===== src/rtl/shift_sub_divider_pkg.sv =====
`default_nettype none
// ============================================================================
// Module   : shift_sub_divider_pkg
// Purpose  : Shared definitions for the shift-subtract divider: FSM state
//            encoding, default operand width and the iteration-counter width.
// Ports    : none (package)
// Revision : 1.0 - initial release
// ============================================================================
package shift_sub_divider_pkg;

   localparam int unsigned DEFAULT_WIDTH = 32;

   // The counter must hold the value WIDTH itself, hence WIDTH+1.
   function automatic int unsigned cnt_width(input int unsigned w);
      return $clog2(w + 1);
   endfunction

   localparam int unsigned CNT_W = $clog2(DEFAULT_WIDTH + 1);

   typedef enum logic [1:0] {
      ST_IDLE = 2'd0,
      ST_RUN  = 2'd1,
      ST_DONE = 2'd2
   } state_e;

endpackage
`default_nettype wire


===== src/rtl/shift_sub_divider_control.sv =====
`default_nettype none
// ============================================================================
// Module   : div_control
// Purpose  : Sequencer for the shift-subtract divider. Holds the IDLE/RUN/DONE
//            state and the iteration counter and issues datapath strobes.
// Ports    : clk_i          - clock
//            rst_ni         - synchronous active-low reset
//            start_i        - operation request (honoured only in IDLE)
//            divisor_zero_i - current divisor input is zero
//            load_o         - latch operands, start iterating
//            step_o         - perform one shift/subtract iteration
//            finish_o       - current iteration is the last one
//            div0_o         - divide-by-zero completion
//            busy_o         - registered, high in RUN and DONE
//            done_o         - registered one-cycle completion pulse
// Revision : 1.0 - initial release
// ============================================================================
module div_control
   import shift_sub_divider_pkg::*;
#(
   parameter int unsigned WIDTH = DEFAULT_WIDTH
) (
   input  logic clk_i,
   input  logic rst_ni,
   input  logic start_i,
   input  logic divisor_zero_i,
   output logic load_o,
   output logic step_o,
   output logic finish_o,
   output logic div0_o,
   output logic busy_o,
   output logic done_o
);

   localparam int unsigned CW = cnt_width(WIDTH);
   localparam logic [CW-1:0] CNT_LOAD = CW'(WIDTH);
   localparam logic [CW-1:0] CNT_ONE  = CW'(1);

   state_e          state_q;
   logic [CW-1:0]   cnt_q;
   logic            busy_q;
   logic            done_q;

   assign load_o   = (state_q == ST_IDLE) && start_i && !divisor_zero_i;
   assign div0_o   = (state_q == ST_IDLE) && start_i &&  divisor_zero_i;
   assign step_o   = (state_q == ST_RUN);
   // Counter still reads 1 while the final iteration is being performed.
   assign finish_o = step_o && (cnt_q == CNT_ONE);

   assign busy_o = busy_q;
   assign done_o = done_q;

   always_ff @(posedge clk_i) begin
      if (!rst_ni) begin
         state_q <= ST_IDLE;
         cnt_q   <= '0;
         busy_q  <= 1'b0;
         done_q  <= 1'b0;
      end else begin
         case (state_q)
            ST_IDLE: begin
               done_q <= 1'b0;
               if (load_o) begin
                  state_q <= ST_RUN;
                  cnt_q   <= CNT_LOAD;
                  busy_q  <= 1'b1;
               end else if (div0_o) begin
                  state_q <= ST_DONE;
                  busy_q  <= 1'b1;
                  done_q  <= 1'b1;
               end
            end
            ST_RUN: begin
               cnt_q <= cnt_q - CNT_ONE;
               if (finish_o) begin
                  state_q <= ST_DONE;
                  done_q  <= 1'b1;
               end
            end
            ST_DONE: begin
               state_q <= ST_IDLE;
               busy_q  <= 1'b0;
               done_q  <= 1'b0;
            end
            default: begin
               state_q <= ST_IDLE;
               busy_q  <= 1'b0;
               done_q  <= 1'b0;
            end
         endcase
      end
   end

endmodule
`default_nettype wire


===== src/rtl/shift_sub_divider.sv =====
`default_nettype none
// ============================================================================
// Module   : shift_sub_divider
// Purpose  : Sequential unsigned restoring divider, one quotient bit per clock.
// Ports    : clk_i          - clock
//            rst_ni         - synchronous active-low reset
//            start_i        - start request, sampled in IDLE
//            dividend_i     - unsigned dividend, sampled with start_i
//            divisor_i      - unsigned divisor, sampled with start_i
//            quotient_o     - registered quotient
//            remainder_o    - registered remainder
//            busy_o         - high while an operation is in RUN or DONE
//            done_o         - one-cycle pulse, results valid
//            div_by_zero_o  - last operation had a zero divisor
// Revision : 1.0 - initial release
// ============================================================================
module shift_sub_divider
   import shift_sub_divider_pkg::*;
#(
   parameter int unsigned WIDTH = DEFAULT_WIDTH
) (
   input  logic             clk_i,
   input  logic             rst_ni,
   input  logic             start_i,
   input  logic [WIDTH-1:0] dividend_i,
   input  logic [WIDTH-1:0] divisor_i,
   output logic [WIDTH-1:0] quotient_o,
   output logic [WIDTH-1:0] remainder_o,
   output logic             busy_o,
   output logic             done_o,
   output logic             div_by_zero_o
);

   logic load_w;
   logic step_w;
   logic finish_w;
   logic div0_w;

   // Partial remainder is stored in WIDTH bits: after every iteration it is
   // strictly below the divisor, so the top bit of the WIDTH+1 bit working
   // value is always zero and only matters inside the compare/subtract.
   logic [WIDTH-1:0] r_work_q, r_work_d;
   logic [WIDTH-1:0] q_work_q, q_work_d;
   logic [WIDTH-1:0] d_q;
   logic [WIDTH-1:0] quotient_q;
   logic [WIDTH-1:0] remainder_q;
   logic             dbz_q;

   logic [WIDTH:0]   trial_w;
   logic [WIDTH:0]   diff_w;
   logic             qbit_w;

   div_control #(
      .WIDTH (WIDTH)
   ) u_ctrl (
      .clk_i          (clk_i),
      .rst_ni         (rst_ni),
      .start_i        (start_i),
      .divisor_zero_i (divisor_i == '0),
      .load_o         (load_w),
      .step_o         (step_w),
      .finish_o       (finish_w),
      .div0_o         (div0_w),
      .busy_o         (busy_o),
      .done_o         (done_o)
   );

   // One restoring-division iteration: shift in the next dividend bit and
   // subtract the divisor when it fits.
   always_comb begin
      trial_w  = {r_work_q, q_work_q[WIDTH-1]};
      diff_w   = trial_w - {1'b0, d_q};
      qbit_w   = (trial_w >= {1'b0, d_q});
      r_work_d = qbit_w ? diff_w[WIDTH-1:0] : trial_w[WIDTH-1:0];
      q_work_d = {q_work_q[WIDTH-2:0], qbit_w};
   end

   always_ff @(posedge clk_i) begin
      if (!rst_ni) begin
         r_work_q    <= '0;
         q_work_q    <= '0;
         d_q         <= '0;
         quotient_q  <= '0;
         remainder_q <= '0;
         dbz_q       <= 1'b0;
      end else begin
         if (load_w) begin
            q_work_q <= dividend_i;
            d_q      <= divisor_i;
            r_work_q <= '0;
         end else if (step_w) begin
            r_work_q <= r_work_d;
            q_work_q <= q_work_d;
         end

         // Results update only on entry to DONE.
         if (finish_w) begin
            quotient_q  <= q_work_d;
            remainder_q <= r_work_d;
            dbz_q       <= 1'b0;
         end else if (div0_w) begin
            quotient_q  <= '1;
            remainder_q <= dividend_i;
            dbz_q       <= 1'b1;
         end
      end
   end

   assign quotient_o    = quotient_q;
   assign remainder_o   = remainder_q;
   assign div_by_zero_o = dbz_q;

endmodule
`default_nettype wire


===== config.mk =====
export PLATFORM = sky130hd
export DESIGN_NAME = shift_sub_divider
export DESIGN_NICKNAME = d
export VERILOG_FILES = /design/src/rtl/shift_sub_divider_pkg.sv /design/src/rtl/shift_sub_divider_control.sv /design/src/rtl/shift_sub_divider.sv
export SDC_FILE = /design/constraint.sdc
export NUM_CORES = 1
export LEC_CHECK = 0
export CORE_UTILIZATION = 45
export CTS_CLUSTER_SIZE = 12
export DETAILED_ROUTE_END_ITERATION = 8
export PLACE_DENSITY = 0.68
export REMOVE_ABC_BUFFERS = 1
export SLEW_MARGIN = 10
export SYNTH_ARGS = -nofsm -noshare
export SYNTH_HDL_FRONTEND = slang
export SYNTH_SLANG_ARGS = --single-unit
export TNS_END_PERCENT = 50

===== constraint.sdc =====
create_clock -name clk_i -period 3.4 [get_ports clk_i]
set_input_delay 0.68 -clock clk_i [delete_from_list [all_inputs] [get_ports clk_i]]
set_output_delay 0.68 -clock clk_i [all_outputs]
set_load 0.02 [all_outputs]

==> results.cfg, run 1 <==
[global_route]
overflow = 0
globalRouteTotalUtil_pct = 24.57
grt_pass1_vias = 7516
antenna_found_initial = 0
grt_max_degree = 66
grt_pass1_wl_um = 39450

[cells_and_area]
drive_gt1_share_pct = 5.995
fin_cells = 1511
diodes = 0
final_nets = 1340
area_growth_pct = 25.34

[die]
io_pins = 134
initial_core_util_pct = 46.53
fp.dieW_um = 142.2
fp.dieH_um = 142.2
dieArea_um2 = 20230
num_rows = 50
core_um2 = 19020

[min_path]
hold_path_class = flip-flop to flip-flop

[clocking]
cts_tree = built
cts_buffer_depth = 2
post_cts_buffers = 0
insertion_delay_ns = 0.42
clk_pin_slew_worst_paths_ns = 0.07
clkSinkCount = 171
h-tree-depth = 4
hold_buffers = 0
post_cts_resized = 0
cts_made_buffers = 17
clk_root_buffer_cell = clkbuf_16

[power]
p_clk_share_pct = 31.0
p_total_mw = 6.386
seq_power_share_pct = 35.2
swShare_pct = 35.17
intPower_mw = 4.140
p_comb_share_pct = 33.8
leakagePower_nw = 4.573
power_switching_mw = 2.246
pwr_density_cell_nw_per_um2 = 575.7
peakVddDrop_v = 0.0003657

[placed_design]
portBuffers = 133
post-place-ws_ns = 0.2386
place.detailed.hpwl_um = 17460
post-place-cells = 1479
gp_congestion = 0.8883

[sta]
hold_viol_final = 0
max_slew_margin_pct = 50.94
period_minus_slack_ns = 3.034
min_period_over_period_pct = 89.23
worst_slack_ns = 0.3663
worstMarginPinSlew_ns = 0.7359
setup_viol = 0
max_freq_mhz = 329.6
setup_tns_ns = 0
fin_worst_skew_ns = 0.01215
drv_slew = 0
rsz0062_at_grt = false

[logic_synthesis]
synth_top_area_share_pct = 38.68
synth.yosys.seq_area_share_pct = 38.68
synth.distinct_cells = 54
async_flop_share_pct = 0
ys_ff_latch = 171
ys_warn_count = 0
ys.flop_type = dfxtp_1
netlist_area_um2 = 8850
yosysMostFrequentCell = nand2_1
ys_top_cells_by_count = 207 x nand2_1, 171 x dfxtp_1, 76 x a21oi_1, 76 x nor2_1, 72 x clkbuf_1
avgSynthCellArea_um2 = 7.763
postSynthCellCount = 1140
synth_edf_count = 0
synth_area_leaders = dfxtp_1 39%, nand2_1 8.8%, ha_1 4.8%
synth_top_cell_by_area = dfxtp_1

[worst_setup_path]
cp_data_required_time_ns = 3.68
critPathMaxFanout = 36
end_kind = flip-flop
worst-endpoint-arrival_ns = 3.31
critical_path_class = flip-flop to flip-flop
start_kind = flip-flop

[run_status]
status = finished, final reports clean

[route]
drtPass1Iterations = 5
wl_met2_um = 10820
wl_met1_um = 11880
antenna_left = 0
drc_errors = 0
top_layer = met4
dr_wl_met3_um = 1016
vias_per_cell = 5.455
vias = 8242
wl_um = 24130
drt_iter0_drc = 566
wire_per_inst_um = 15.97

[job]
maxCapViolations = 0
[worst max-delay path: stages, from the launching register on]
cell and delay (ns):
dfxtp_1 0.33, inv_1 0.04, ha_1 0.34, a21o_1 0.21, a21oi_2 0.18, nand2_2 0.11
a2111o_1 0.44, o211ai_2 0.17, nand3_2 0.23, buf_12 0.27, buf_4 0.16, o21ai_1 0.26
a211oi_1 0.12
[cells in the final DEF, fill, tap and decap left out, drive strengths merged, types with 10 or more instances in the layout]
cell type and n:
a211oi 20, a21boi 37, a21o 15, a21oi 77
a31oi 11, buf 31, clkbuf 19, clkdlybuf4s50 132
dfxtp 171, ha 34, inv 56, mux2i 14
nand2 208, nand3 48, nand4 14, nor2 76
nor3 39, nor4 13, o211a 30, o21ai 83
o221ai 24, xnor2 17, xor2 10
[area by class of cell]
class	count	area, µm²
Clock buffer	19	442.9
Clock inverter	13	155.1
Fill cell	1804	7926
Inverter	50	187.7
Sequential cell	171	3423
Tap cell	260	325.3
Timing Repair Buffer	163	1617
Multi-Input combinational cell	835	4941
[kinds of logic after synthesis]
family	share of synthesized area [%]
adders and majority gates	5.033
xor gates and xnor gates	2.672
DFF	38.68
buffers and inverters	5.867
and+or+nand+nor	21.33
AOI/OAI and AO/OA	24.83
muxes	1.583
[metal layers]
layer | global-route usage, % | vias to the layer above
met1 | 35.29 | 3777
met4 | 7.923 | 0
met5 | 0 | -
met3 | 2.759 | 24
li1 | - | 4228
met2 | 38.24 | 213
[state kept, by name, summed over array words and instances (netlist names)]
name and flops:
d_q 32, q_work_q 32, quotient_o 32, r_work_q 32, remainder_o 32, u_ctrl.cnt_q 6, u_ctrl.state_q 2, div_by_zero_o 1
u_ctrl.busy_o 1, u_ctrl.done_o 1
[power groups by stage]
stage / clock network, mW / logic [mW] / registers (mW)
2_1_floorplan: 0 / 1.41 / 2.28
3_3_place_gp: 0 / 2.12 / 2.29
3_5_place_dp: 0 / 2.13 / 2.29
4_1_cts: 2.01 / 2.14 / 2.24
5_1_grt: 2.09 / 2.39 / 2.26
6_report: 1.98 / 2.16 / 2.25
[final timing paths]
kind | start | to | slack (ns) | cells after the start
max | d_q[3] | r_work_q[8] | 0.37 | 12
min reg2reg | d_q[11] | d_q[11] | 0.46 | 2
min | d_q[11] | d_q[11] | 0.46 | 2
max reg2reg | d_q[3] | r_work_q[8] | 0.37 | 12
[metrics by stage]
stage | instance area (µm²) | util [%] | hold slack (ns)
final | 11090 | 58.32 | 0.4613
after global routing | 11090 | 58.32 | 0.4807
after CTS | 11090 | 58.32 | 0.4663
after detailed placement | 10490 | 55.18 | 0.4566
after global placement | 10490 | 55.18 | 0.4503
after floorplan | 8518 | - | 0.4434
Note: power is estimated with default switching activity, not from simulation.
==> run 2: changes to the inputs <==
--- a/config.mk
+++ b/config.mk
@@ -5,10 +5,10 @@
 export SDC_FILE = /design/constraint.sdc
 export NUM_CORES = 1
 export LEC_CHECK = 0
-export CORE_UTILIZATION = 45
+export CORE_UTILIZATION = 55
 export CTS_CLUSTER_SIZE = 12
 export DETAILED_ROUTE_END_ITERATION = 8
-export PLACE_DENSITY = 0.68
+export PLACE_DENSITY = 0.81
 export REMOVE_ABC_BUFFERS = 1
 export SLEW_MARGIN = 10
 export SYNTH_ARGS = -nofsm -noshare
==> run 2 against run 1 <==
Flip-flop and latch count is the same. Sequential power barely moved. Global-route usage is 4.9 points higher. Critical path depth is 1 lower. Die area down 18%. Critical endpoint is now remainder_o[22].
==> results.cfg, run 2 (same netlist as run 1, synthesis figures left out) <==
[run_status]
status = finished, final reports clean

[clocking]
post_cts_buffers = 0
clk_root_buffer_cell = clkbuf_16
insertion_delay_ns = 0.44
cts_tree = built
post_cts_resized = 0
cts_buffer_depth = 2
clkSinkCount = 171
h-tree-depth = 4
cts_made_buffers = 17
clk_pin_slew_worst_paths_ns = 0.07
hold_buffers = 0

[worst_setup_path]
critPathTopFamily = simple AND/OR/NAND/NOR gates
start_kind = flip-flop
cp_data_required_time_ns = 3.74
cp.depth = 11
critPathMaxFanout = 13
critical_path_class = flip-flop to flip-flop
path_cells = inv_1 -> ha_1 -> nand4_1 -> nor4_1 -> a21o_1 -> a21oi_1 -> nand3_2 -> buf_4 -> mux2i_1 -> nand2_1 -> and3_1
cp_slowest_stage_delay_ns = 0.69
worst-path-buf-inv = 2
end_kind = flip-flop
r2r_cells = 11
worst-endpoint-arrival_ns = 3.48
cp_slowest_cell = nor4_1

[sta]
max_freq_mhz = 318.6
drv_slew = 0
period_minus_slack_ns = 3.139
max_slew_margin_pct = 55.25
min_period_over_period_pct = 92.31
fin_worst_skew_ns = 0.009600
setup_tns_ns = 0
worstMarginPinSlew_ns = 0.6651
setup_viol = 0
hold_viol_final = 0
rsz0062_at_grt = false
worst_slack_ns = 0.2613

[placed_design]
portBuffers = 133
place_area_um2 = 10360
place.detailed.hpwl_um = 17120
post-place-ws_ns = 0.2204
gp_congestion = 0.9194

[global_route]
overflow = 0
grt_max_degree = 69
antenna_found_initial = 0
grt_pass1_wl_um = 38500
grt_pass1_vias = 7679
globalRouteTotalUtil_pct = 29.45

[power]
leakagePower_nw = 4.533
pwr_density_cell_nw_per_um2 = 579.8
p_total_mw = 6.355
peakVddDrop_v = 0.0004093

[die]
core_um2 = 15770
dieArea_um2 = 16600
fp.dieH_um = 128.9
fp.dieW_um = 128.9
io_pins = 134
num_rows = 46
initial_core_util_pct = 56.12

[cells_and_area]
drive_gt1_share_pct = 5.547
utilization_pct = 69.50
layout_common_cells = 207 x nand2_1, 171 x dfxtp_1, 132 x clkdlybuf4s50_1
design_area_um2 = 10960
filler_cell_count = 1358
diodes = 0
final_common_cell = nand2_1
final_nets = 1333
area_growth_pct = 23.85

[min_path]
hold_path_depth = 2
hold_path_class = flip-flop to flip-flop

[job]
maxCapViolations = 0

[route]
vias_per_cell = 5.788
drtPass1Iterations = 5
drt_iter0_drc = 772
vias = 8451
wire_per_inst_um = 16.37
wl_um = 23900
antenna_left = 0
drc_errors = 0
run 2: cell count changes in the layout (fill, tap and decap cells not counted):
cell      delta
buf_4        -5
buf_12       -2
clkbuf_1     -1
clkinv_2     +1
run 2: through the flow:
stage	cells	hold slack [ns]
5_1_grt	1460	0.4834
6_report	1460	0.4617
2_1_floorplan	1056	0.4434
3_3_place_gp	1428	0.4509
3_5_place_dp	1428	0.4563
4_1_cts	1460	0.4660
run 2: area by class of cell:
cell class                 instances  area, µm²  share of cell area [%]
multi-input combinational        835       4941                   45.08
sequential                       171       3423                   31.23
timing repair buffer             156       1539                   14.04
clock buffer                      18      439.2                   4.007
tap                              216      270.3                   2.466
inverter                          50      187.7                   1.712
clock inverter                    14      160.2                   1.461
run 2: final timing paths:
check,from,end,slack [ns]
worst max register to register,d_q[26],remainder_o[22],0.26
worst min-delay path,d_q[15],d_q[15],0.46
worst min register to register,d_q[15],d_q[15],0.46
worst max-delay path,d_q[26],remainder_o[22],0.26
run 2: worst min-delay path, cell delays in order (launching register included):
cell and delay, ns:
dfxtp_1 0.31, nand2_1 0.04, a21boi_0 0.06
run 2: routing by layer:
| layer | up-vias | GRT usage [%] | wire (µm) |
|---|---|---|---|
| met3 | 44 | 5.114 | 1378 |
| met2 | 269 | 47.60 | 11130 |
| li1 | 4216 | - | - |
| met1 | 3922 | 39.01 | 10790 |
| met5 | - | 0 | 0 |
| met4 | 0 | 11.83 | 597 |
run 2: where the power goes:
part / leakage (nW) / internal, mW / total, mW / switching (mW)
Sequential: 1.39 / 2.14 / 2.25 / 0.109
Clock: 0.292 / 1.12 / 1.99 / 0.875
Combinational: 2.85 / 0.840 / 2.11 / 1.27
==> run 3: changes to the inputs <==
--- a/config.mk
+++ b/config.mk
@@ -5,7 +5,8 @@
 export SDC_FILE = /design/constraint.sdc
 export NUM_CORES = 1
 export LEC_CHECK = 0
-export CORE_UTILIZATION = 55
+export ABC_AREA = 1
+export CORE_UTILIZATION = 56
 export CTS_CLUSTER_SIZE = 12
 export DETAILED_ROUTE_END_ITERATION = 8
 export PLACE_DENSITY = 0.81
==> run 3 against run 2 <==
Non-clock buffer count down 8. Sequential power about the same. Combinational power decreased by 9%. Die area increased by 6.5%. Critical endpoint is now remainder_o[20]. Largest cell class unchanged.
==> results.cfg, run 3 <==
[run_status]
status = finished, final reports clean

[worst_setup_path]
cp.depth = 9
cp_data_required_time_ns = 3.76
critical_path_class = input pin to flip-flop
cp_slowest_cell = nor4_1
critPathMaxFanout = 61
start_kind = input pin
worst-path-buf-inv = 2
critPathTopFamily = simple AND/OR/NAND/NOR gates
cp_slowest_stage_delay_ns = 0.52
worst-endpoint-arrival_ns = 3.22
end_kind = flip-flop
r2r_cells = 15
path_cells = clkdlybuf4s50_1 -> nor4_1 -> nand3b_1 -> nor2_2 -> nand2_1 -> nand2_2 -> buf_12 -> o21ai_0 -> a21oi_1

[logic_synthesis]
yosysMostFrequentCell = nand2_1
postSynthCellCount = 1466
ys_ff_latch = 171
synth.yosys.seq_area_share_pct = 35.64
ys.flop_type = dfxtp_1
async_flop_share_pct = 0
synth_top_area_share_pct = 35.64
synth_area_leaders = dfxtp_1 36%, nand2_1 16%, inv_1 9.6%
avgSynthCellArea_um2 = 6.552
synth_edf_count = 0
netlist_area_um2 = 9605
ys_warn_count = 0
synth_top_cell_by_area = dfxtp_1
ys_top_cells_by_count = 406 x nand2_1, 246 x inv_1, 171 x dfxtp_1
synth.distinct_cells = 40

[cells_and_area]
final_nets = 1667
layout_common_cells = 406 x nand2_1, 246 x inv_1, 171 x dfxtp_1
drive_gt1_share_pct = 5.830
utilization_pct = 69.81
area_growth_pct = 20.96
final_common_cell = nand2_1
diodes = 0
design_area_um2 = 11620

[sta]
max_freq_mhz = 349.1
period_minus_slack_ns = 2.864
hold_viol_final = 0
min_period_over_period_pct = 84.24
rsz0062_at_grt = false
setup_viol = 0
drv_slew = 0
max_slew_margin_pct = 38.27
worstMarginPinSlew_ns = 0.9260
fin_worst_skew_ns = 0.01175

[min_path]
hold_path_depth = 2
hold_path_class = flip-flop to flip-flop

[clocking]
post_cts_resized = 0
clk_pin_slew_worst_paths_ns = 0.07
cts_made_buffers = 17
post_cts_buffers = 0
insertion_delay_ns = 0.44
cts_tree = built
clkSinkCount = 171
h-tree-depth = 4
cts_buffer_depth = 2
clk_root_buffer_cell = clkbuf_16
hold_buffers = 0

[route]
antenna_left = 0
vias_per_cell = 5.478
drtPass1Iterations = 6
drc_errors = 0
wl_um = 27900
vias = 9850
drt_iter0_drc = 916
wire_per_inst_um = 15.52

[placed_design]
gp_congestion = 0.9703
portBuffers = 133
place_area_um2 = 11030
place.detailed.hpwl_um = 19850

[power]
pwr_density_cell_nw_per_um2 = 522.7
leakagePower_nw = 5.602
peakVddDrop_v = 0.0004106

[global_route]
grt_pass1_wl_um = 45110
grt_max_degree = 97
antenna_found_initial = 0
grt_pass1_vias = 9269
globalRouteTotalUtil_pct = 32.07
overflow = 0

[die]
dieArea_um2 = 17680
num_rows = 47
fp.dieH_um = 133.0
initial_core_util_pct = 57.72
core_um2 = 16640
fp.dieW_um = 133.0
io_pins = 134

[job]
maxCapViolations = 0
run 3: final timing paths:
check	start	to	slack (ns)
worst max-delay path	divisor_i[28]	remainder_o[20]	0.54
worst min-delay path	d_q[7]	d_q[7]	0.46
worst max register to register	d_q[21]	r_work_q[17]	0.75
worst min register to register	d_q[7]	d_q[7]	0.46
run 3: power breakdown:
| part | switching (mW) | internal, mW |
|---|---|---|
| sequential | 0.0834 | 2.14 |
| clock | 0.944 | 1.00 |
| combinational | 1.27 | 0.639 |
| total | 2.30 | 3.78 |
run 3: worst register-to-register path, stage by stage (launching register included):
cell and delay (ns):
dfxtp_1 0.31, inv_1 0.05, ha_1 0.42, nand2_1 0.15, nor2_1 0.19, nand2_1 0.10
nor2_1 0.16, nand2_1 0.08, nand2_1 0.08, nor2_2 0.06, nand2_8 0.32, inv_6 0.17
nand2_1 0.11, nand2_1 0.13, o21ai_0 0.18, inv_1 0.05
run 3: logic make-up (layout without fill, tap and decap cells):
| family | after synthesis | count (layout) | synth area share (%) |
|---|---|---|---|
| AO/OA/AOI/OAI | 315 | 315 | 18.72 |
| XOR/XNOR | 16 | 16 | 1.459 |
| adder cells (fa/ha/maj) | 35 | 35 | 4.637 |
| buffers and inverters | 319 | 431 | 13.22 |
| flip-flops | 171 | 171 | 35.64 |
| AND/OR/NAND/NOR | 610 | 610 | 26.33 |
run 3: per-layer routing:
layer	global-route usage, %	part of all wire (%)
met1	40.61	44
met2	54.57	48
met3	5.134	5.7
met4	12.13	2.6
met5	0	0
run 3: metrics by stage:
| step | setup TNS, ns | worst slack, ns | power, mW | hold slack, ns | std cells |
|---|---|---|---|---|---|
| after global routing | 0 | 0.4032 | 6.407 | 0.4804 | 1798 |
| after floorplan | -88.04 | -1.429 | 3.535 | 0.4325 | 1398 |
| after CTS | 0 | 0.6411 | 6.062 | 0.4669 | 1798 |
| after global placement | 0 | 0.2543 | 4.109 | 0.4484 | 1766 |
| after detailed placement | 0 | 0.2154 | 4.133 | 0.4565 | 1766 |
| final | 0 | 0.5358 | 6.073 | 0.4635 | 1798 |
run 3: area by class of cell:
type | instances | area, µm²
clock buffers | 18 | 439.2
clock inverters | 14 | 152.6
fillers | 1439 | 5024
inverters | 251 | 947.2
multi-input cells | 976 | 4917
flip-flops and latches | 171 | 3423
well taps | 220 | 275.3
repair buffers | 148 | 1464
